## src/rtl/microwave_defs.sv

```systemverilog
// rtl/microwave_defs.sv - shared state encodings and BCD constants for the oven controller
package microwave_defs;

   localparam int STATE_W = 3;

   localparam logic [3:0] DIGIT_MAX    = 4'd9;
   localparam logic [3:0] SEC_TENS_MAX = 4'd5;

   typedef enum logic [STATE_W-1:0] {
      ST_IDLE    = 3'd0,
      ST_ENTRY   = 3'd1,
      ST_COOKING = 3'd2,
      ST_PAUSED  = 3'd3,
      ST_DONE    = 3'd4
   } state_t;

endpackage

```

## src/rtl/bcd_down_counter.sv

```systemverilog
// rtl/bcd_down_counter.sv - four-digit MM:SS BCD register with shift-in, clamp and countdown
import microwave_defs::*;

module bcd_down_counter (
   input  logic       clk,
   input  logic       rst,
   input  logic [3:0] din,
   input  logic       shift,
   input  logic       clamp,
   input  logic       dec,
   input  logic       clr,
   output logic [3:0] sec_ones,
   output logic [3:0] sec_tens,
   output logic [3:0] min_ones,
   output logic [3:0] min_tens,
   output logic       zero
);

   assign zero = (sec_ones == 4'd0) && (sec_tens == 4'd0) &&
                 (min_ones == 4'd0) && (min_tens == 4'd0);

   // Digit registers: clear wins, then key shift, then start-time clamp, then one-second borrow chain.
   always_ff @(posedge clk or posedge rst) begin
      if (rst) begin
         sec_ones <= 4'd0;
         sec_tens <= 4'd0;
         min_ones <= 4'd0;
         min_tens <= 4'd0;
      end else if (clr) begin
         sec_ones <= 4'd0;
         sec_tens <= 4'd0;
         min_ones <= 4'd0;
         min_tens <= 4'd0;
      end else if (shift) begin
         min_tens <= min_ones;
         min_ones <= sec_tens;
         sec_tens <= sec_ones;
         sec_ones <= din;
      end else if (clamp) begin
         // Keyed seconds such as 99 become 59 so the countdown stays a legal clock value.
         if (sec_tens > SEC_TENS_MAX) begin
            sec_tens <= SEC_TENS_MAX;
            sec_ones <= DIGIT_MAX;
         end
      end else if (dec && !zero) begin
         if (sec_ones != 4'd0) begin
            sec_ones <= sec_ones - 4'd1;
         end else begin
            sec_ones <= DIGIT_MAX;
            if (sec_tens != 4'd0) begin
               sec_tens <= sec_tens - 4'd1;
            end else begin
               sec_tens <= SEC_TENS_MAX;
               if (min_ones != 4'd0) begin
                  min_ones <= min_ones - 4'd1;
               end else begin
                  min_ones <= DIGIT_MAX;
                  min_tens <= min_tens - 4'd1;
               end
            end
         end
      end
   end

endmodule

```

## src/rtl/cook_controller.sv

```systemverilog
// rtl/cook_controller.sv - oven sequencer FSM, key/tick edge detect, magnetron gate (option DONE_BEEP_EN)
import microwave_defs::*;

module cook_controller #(
   parameter int BEEP_SECS = 3
) (
   input  logic               clk,
   input  logic               rst,
   input  logic [3:0]         d,
   input  logic               loadn,
   input  logic               pgt_1hz,
   input  logic               start,
   input  logic               stop,
   input  logic               clear,
   input  logic               door_closed,
   output logic               encoder_en,
   output logic [3:0]         sec_ones,
   output logic [3:0]         sec_tens,
   output logic [3:0]         min_ones,
   output logic [3:0]         min_tens,
   output logic               mag_on,
   output logic               done,
   output logic [STATE_W-1:0] state
);

   state_t state_q, state_next;
   logic   loadn_q, tick_q;
   logic   key, key_ok, tick, at_one, zero;
   logic   shift, clamp, dec, clr;

   // Edge detectors for the keypad strobe (falling) and the 1 Hz wave (rising).
   always_ff @(posedge clk or posedge rst) begin
      if (rst) begin
         loadn_q <= 1'b1;
         tick_q  <= 1'b0;
      end else begin
         loadn_q <= loadn;
         tick_q  <= pgt_1hz;
      end
   end

   assign key    = loadn_q & ~loadn;
   assign key_ok = key && (d <= DIGIT_MAX);
   assign tick   = pgt_1hz & ~tick_q;
   assign at_one = (min_tens == 4'd0) && (min_ones == 4'd0) &&
                   (sec_tens == 4'd0) && (sec_ones == 4'd1);

   bcd_down_counter u_counter (
      .clk      (clk),
      .rst      (rst),
      .din      (d),
      .shift    (shift),
      .clamp    (clamp),
      .dec      (dec),
      .clr      (clr),
      .sec_ones (sec_ones),
      .sec_tens (sec_tens),
      .min_ones (min_ones),
      .min_tens (min_tens),
      .zero     (zero)
   );

`ifdef DONE_BEEP_EN
   localparam int BEEP_W = $clog2(BEEP_SECS + 1);
   logic [BEEP_W-1:0] beep_cnt;
   logic              beep_last;

   assign beep_last = tick && (beep_cnt == BEEP_W'(BEEP_SECS - 1));

   // Counts 1 Hz ticks spent in DONE; restarts whenever the FSM is elsewhere.
   always_ff @(posedge clk or posedge rst) begin
      if (rst) begin
         beep_cnt <= '0;
      end else if (state_q != ST_DONE) begin
         beep_cnt <= '0;
      end else if (tick) begin
         beep_cnt <= beep_cnt + BEEP_W'(1);
      end
   end
`endif

   // State register.
   always_ff @(posedge clk or posedge rst) begin
      if (rst) begin
         state_q <= ST_IDLE;
      end else begin
         state_q <= state_next;
      end
   end

   // Next state and counter commands; priority is clear, stop, door open, start.
   always_comb begin
      state_next = state_q;
      shift      = 1'b0;
      clamp      = 1'b0;
      dec        = 1'b0;
      clr        = 1'b0;
      if (clear) begin
         clr        = 1'b1;
         state_next = ST_IDLE;
      end else begin
         case (state_q)
            ST_IDLE, ST_ENTRY: begin
               if (stop) begin
                  clr        = 1'b1;
                  state_next = ST_IDLE;
               end else if (start && door_closed && !zero) begin
                  clamp      = 1'b1;
                  state_next = ST_COOKING;
               end else if (key_ok) begin
                  shift      = 1'b1;
                  state_next = ST_ENTRY;
               end
            end
            ST_COOKING: begin
               // A tick that lands on 00:00 finishes the cook even if stop/door ask to pause.
               dec = tick;
               if (tick && at_one) begin
                  state_next = ST_DONE;
               end else if (stop || !door_closed) begin
                  state_next = ST_PAUSED;
               end
            end
            ST_PAUSED: begin
               if (stop) begin
                  clr        = 1'b1;
                  state_next = ST_IDLE;
               end else if (start && door_closed) begin
                  state_next = ST_COOKING;
               end
            end
            ST_DONE: begin
               if (stop) begin
                  clr        = 1'b1;
                  state_next = ST_IDLE;
               end else begin
`ifdef DONE_BEEP_EN
                  if (beep_last) begin
                     state_next = ST_IDLE;
                  end
`else
                  state_next = ST_IDLE;
`endif
               end
            end
            default: state_next = ST_IDLE;
         endcase
      end
   end

   assign state      = state_q;
   assign encoder_en = (state_q == ST_IDLE) || (state_q == ST_ENTRY);
   assign mag_on     = (state_q == ST_COOKING) && door_closed;
   assign done       = (state_q == ST_DONE);

endmodule

```

## config.mk

```make
export PLATFORM = sky130hd
export DESIGN_NAME = cook_controller
export DESIGN_NICKNAME = d
export VERILOG_FILES = /design/src/rtl/microwave_defs.sv /design/src/rtl/bcd_down_counter.sv /design/src/rtl/cook_controller.sv
export SDC_FILE = /design/constraint.sdc
export NUM_CORES = 1
export LEC_CHECK = 0
export ABC_AREA = 1
export BUFFER_PORTS_ARGS = -buffer_cell sky130_fd_sc_hd__clkbuf_2
export CORE_MARGIN = 8
export CORE_UTILIZATION = 45
export DETAILED_ROUTE_END_ITERATION = 16
export PLACE_DENSITY_LB_ADDON = 0.3
export SLEW_MARGIN = 20
export SYNTH_ARGS = -nofsm -noshare
export SYNTH_HDL_FRONTEND = slang
export SYNTH_HIERARCHICAL = 1
export SYNTH_SLANG_ARGS = --single-unit
```

## constraint.sdc

```tcl
create_clock -name clk -period 7.7 [get_ports clk]
set_input_delay 0.77 -clock clk [delete_from_list [all_inputs] [get_ports clk]]
set_output_delay 0.77 -clock clk [all_outputs]
set_load 0.01 [all_outputs]
```

* Yosys cells after proc, flatten, opt, wreduce, memory -nomap -nowiden
Index checks and enable logic that the tools add are counted.
** Word-level totals
- Latch bits :: 0
- Memory bits (writable) :: 0
- Memories :: 0
- Bits of input ports :: 12
- Register bits after elaboration :: 21
- Memory bits (read-only) :: 0
- Output and inout bits :: 22
** Cells by class
- Equality and inequality tests :: 14
- Shift operators :: 0
- $mul :: 0
- Magnitude comparators :: 2
- Bitwise operators :: 4
- Add/subtract/negate cells :: 4
- Mux-type cells :: 50
- Divide/modulo/power cells :: 0
- Reduce and logical (&&, ||, !) cells :: 33
** Operators by type and width (count)
- $mux 4 :: 27
- $mux 3 :: 8
- $logic_not 4->1 :: 4
- $reduce_bool 4->1 :: 4
- $sub 4x1->4 const B :: 4
- $mux 1 :: 14
- $logic_and 1x1->1 :: 12
- $ne 4x4->1 const B :: 3
- $ne 3x3->1 const B :: 3
- $pmux 3 s3 :: 1
- $eq 3x2->1 const B :: 2
- $reduce_and 3->1 :: 2
- $ne 5x5->1 const B :: 1
- $reduce_and 5->1 :: 1
- $eq 4x1->1 const B :: 1
- $gt 4x3->1 const B :: 1
- $le 4x4->1 const B :: 1
- $ne 4x2->1 const B :: 1
- $reduce_and 4->1 :: 1
- $reduce_or 4->1 :: 1
- $eq 3x1->1 const B :: 1
- $eq 3x3->1 const B :: 1
- $logic_not 3->1 :: 1
- $ne 3x2->1 const B :: 1
- other kinds (7) :: 11

* Logic depth before layout (Yosys ltp)
- Depth after elaboration :: 13
- Gate-level depth with buffers :: 16
- Mapped depth without buffers :: 16

* By module
The synthesis kept the hierarchy.
** Modules (own cells, without submodules)
- bcd_down_counter :: instances 1, cells each 179, area each 1224.9 um^2
- cook_controller :: instances 1, cells each 67, area each 411.6 um^2

* Least setup slack after synthesis
No wires, ideal clock.
- Path type :: flip-flop to flip-flop
- Start point :: reg u_counter.sec_tens[0]
- End point :: reg u_counter.sec_tens[2]
- Data arrival time :: 2.393 ns
- Library setup time :: 0.123 ns
- Stages on the path, launching flop included :: 16
- Slack :: 5.184 ns
- Path through :: dfrtp_1 -> inv_1 -> ha_1 -> nand2_2 -> nor2_4 -> nand2_1 -> inv_1 -> nor2_2 -> nor4_1 -> nor2_4 -> nand2_1 -> nor2_1 -> nor2_2 -> nand2_4 -> nand2_1 -> o21ai_1
** RTL lines
- start, declared :: RTL line bcd_down_counter.sv:13 : output logic [3:0] sec_tens,
- start signal, assigned :: RTL line bcd_down_counter.sv:37 : sec_tens <= sec_ones;
- start signal, assigned :: RTL line bcd_down_counter.sv:51 : sec_tens <= sec_tens - 4'd1;
- $logic_not 4->1 * :: RTL line bcd_down_counter.sv:19 : assign zero = (sec_ones == 4'd0) && (sec_tens == 4'd0) &&
- $logic_and 1x1->1 * (2 in series) :: RTL line bcd_down_counter.sv:19
- $logic_and 1x1->1 * :: RTL line bcd_down_counter.sv:20 : (min_ones == 4'd0) && (min_tens == 4'd0);
- named net zero :: RTL line cook_controller.sv:28 : logic key, key_ok, tick, at_one, zero;
- $logic_not 1->1 * :: RTL line cook_controller.sv:107 : end else if (start && door_closed && !zero) begin
- $logic_and 1x1->1 * :: RTL line cook_controller.sv:107
- $mux 1 * :: RTL line cook_controller.sv:107
- $mux 1 * :: RTL line cook_controller.sv:104 : if (stop) begin
- $mux 1 * :: RTL line cook_controller.sv:102 : case (state_q)
- $mux 1 * :: RTL line cook_controller.sv:98 : if (clear) begin
- named net shift :: RTL line cook_controller.sv:29 : logic shift, clamp, dec, clr;
- $ne 4x4->1 (no source line) (tied with other cells)
- $reduce_and 3->1 (no source line) or $mux 4 (tied branches)
Mark *: on every way through the listed nets, which the timed path passes. The rest lies on a longest branch. The select of a mux whose other input is x is not followed.
A chain may end at the register's enable or synchronous reset.

* Worst setup path after layout
Same ends and word-level chain as after synthesis.

==> key figures <==
Status
  – Status: completed

Power and ir drop
  – Leakage power: 1.00 nW
  – Clock share of power: 0.146
  – Total power: 0.376 mW
  – P_sw: 0.165 mW
  – Share of power burned in registers: 0.399
  – Power Internal: 0.211 mW
  – Switch share: 0.440
  – Power density over the cells: 200 mW/mm2
  – Peak VDD IR: 0.0839 mV
  – Combinational share of power: 0.455

Routing
  – WL/cell: 12.3 um
  – Vias per cell: 4.91
  – Remaining antenna violation count: 0
  – First-pass DRT Iterations: 4
  – Initial DRC count: 63
  – Detailed-route wire length: 4050 um
  – Total number of vias: 1620
  – # DRC: 0

Timing
  – Skew final: 10.7 ps
  – Pins Over Slew Limit: 0
  – Setup violations, final: 0
  – Crit path time final: 2340 ps
  – Slew @ Worst Pin: 694 ps
  – TNS Setup: 0 ps
  – Final worst path period share: 0.304
  – Final setup margin: 5360 ps
  – Max Freq: 427 MHz
  – Final hold vios: 0
  – Slew headroom: 0.537
  – RSZ-0062 raised after global routing: no

Floorplanning
  – Die W: 76.3 um
  – Ports: 34
  – Die area: 0.00582 mm2
  – # rows: 22
  – Vert. Die Dim: 76.3 um
  – Initial core utilization: 0.457
  – Core footprint: 0.00358 mm2

Setup path
  – Setup crit end: u_counter/sec_tens[2]
  – CP most frequent cell: nand2_1
  – Critical path required time: 7910 ps
  – CP cell instances: inv_1 > ha_1 > nand2_2 > nor2_4 > nand2_1 > inv_1 > nor2_2 > nor4_2 > buf_4 > nor2_4 > nand2_1 > nor2_1 > nor2_2 > nand2_4 > nand2_1 > o21ai_1
  – Top delay family on crit path: simple AND/OR/NAND/NOR gates
  – FF-to-FF path depth: 16
  – Flop2flop setup slack: 5360 ps
  – Reg2reg start: u_counter/sec_tens[0]
  – Slowest CP cell: dfrtp_1
  – Arrival @ worst endpoint: 2550 ps
  – Worst stage delay on the critical path: 460 ps
  – Kind of critical path: reg -> reg
  – WP buf/inv: 3
  – Reg2reg end: u_counter/sec_tens[2]
  – Worst-path maximum fanout: 14
  – Worst Setup Start Kind: flip-flop
  – Stages on the worst setup path: 16
  – Crit. End Element: flip-flop
  – CP startpoint: u_counter/sec_tens[0]

Yosys
  – Synth top cells by count: 74 x nand2_1, 33 x inv_1, 27 x nor2_1, 20 x dfrtp_1, 14 x nand3_1
  – Cell taking the most area after synthesis: dfrtp_1
  – Synthesized instance count: 246
  – Synth top area cells: dfrtp_1 31%, nand2_1 17%, inv_1 7.6%, nor2_1 6.2%, nand3_1 4.3%
  – Number of synthesized flops with an enable pin: 0
  – FFs w/ async S/R, synth: 1.00
  – Post-synth top area share: 0.306
  – Syn Nets: 263
  – Most numerous cell in the Yosys netlist: nand2_1
  – Sequential area share after synthesis: 0.322
  – #FFs+latches synth: 21
  – Synth Flop Type: dfrtp_1
  – YS warnings: 6
  – Syn avg cell area: 6.65 um2
  – Unique cell type count in the Yosys netlist: 35
  – Post-Syn Area: 0.00164 mm2

Finish
  – Ant. Diodes: 0
  – Post-Layout Inst Area: 0.00188 mm2
  – Fillers: 389
  – Area Growth Syn to Fin: 15.0%
  – Multi-input logic area: 946 um2
  – FF+latch area: 527 um2
  – Layout Nets: 300
  – Share of cells above drive strength 1: 0.230

Global route
  – Largest net degree at the start of global routing: 17
  – First-pass GRT wire length: 6900 um
  – GR Util All Layers: 0.139
  – Number of global-route vias before repair: 1569
  – Initial antenna violation count: 0
  – Global route overflow: 0

Run
  – Max-cap check violation count: 0

Clock tree
  – Hold buffer count at CTS: 0
  – Worst skew pair latency: 310 ps
  – CTS max path bufs: 2
  – Post-CTS sizing: 0
  – CTS clk-pin slew, worst paths: 130 ps
  – Total CTS buffers: 3
  – CTS tree: done
  – Setup bufs post-CTS: 0
  – Clk root buf: clkbuf_4
  – H-tree Lvls: 1
  – CTS Sinks: 21

Placement
  – Port Buf Inserts: 33
  – Post-DP Area: 0.00186 mm2
  – Pre-CTS setup slack: 5320 ps
  – DP HPWL: 3120 um
  – GPL Wtd Cong: 0.842

Min path
  – Worst hold path type: in -> async
## per-layer routing
metal,vias to the layer above,global-route usage,part of all wire,wire [um]
met5,-,0,0,0
met3,2,0.0342,0.063,256
met4,0,0.0481,0.0057,23
met2,32,0.224,0.46,1850
li1,851,-,-,-
met1,735,0.175,0.47,1920
## power by group through the flow
| stage | registers (mW) | logic [mW] | clock network (mW) |
|---|---|---|---|
| 2_1_floorplan | 0.154 | 0.122 | 0 |
| 6_report | 0.150 | 0.171 | 0.0548 |
| 3_3_place_gp | 0.152 | 0.170 | 0 |
| 5_1_grt | 0.154 | 0.196 | 0.0596 |
| 3_5_place_dp | 0.153 | 0.172 | 0 |
| 4_1_cts | 0.151 | 0.172 | 0.0566 |
## layout make-up
type                    instances  area share
repair buffers                 35      0.0957
clock buffers                   4      0.0140
multi-input cells             184       0.503
flip-flops and latches         21       0.280
well taps                      48      0.0319
inverters                      38      0.0758
## registers in the layout, summed over array words and instances, names as in the netlist
name,cells
state,3
u_counter/min_ones,4
u_counter/sec_tens,4
loadn_q,1
u_counter/min_tens,4
tick_q,1
u_counter/sec_ones,4
## metrics by stage
stage               hold WS, ps  utilization  std cells
floorplan                   543            -        246
global placement            524        0.519        326
detailed placement          525        0.519        326
CTS                         340        0.526        330
global route                339        0.526        330
finish                      343        0.526        330
## layout by cell type (no fill, tap or decap), types with 5 or more instances in the layout
cell,netlist,routed
o21ai_0,12,12
nor2_1,27,27
dfrtp_1,20,20
clkbuf_2,0,33
a21oi_1,7,7
nand2_1,74,74
nor2_2,7,7
nand3_1,14,14
o21ai_1,8,8
ha_1,5,5
inv_1,33,33
## worst min-delay path by stage
stage          slack (ps)               endpoint
3_3_place_gp          520  u_counter/min_tens[1]
3_5_place_dp          520  u_counter/min_tens[1]
4_1_cts               340               state[1]
6_report              340                 tick_q
5_1_grt               340               state[1]
2_1_floorplan         540  u_counter/min_tens[1]
## cell families after synthesis
| logic type | after synthesis | synth area share |
|---|---|---|
| AO/OA/AOI/OAI | 36 | 0.125 |
| XOR/XNOR | 4 | 0.0214 |
| adder cells (fa/ha/maj) | 5 | 0.0382 |
| buffers and inverters | 41 | 0.104 |
| flip-flops | 21 | 0.322 |
| AND/OR/NAND/NOR | 139 | 0.390 |
No activity file was read; power rests on OpenSTA's default activity.
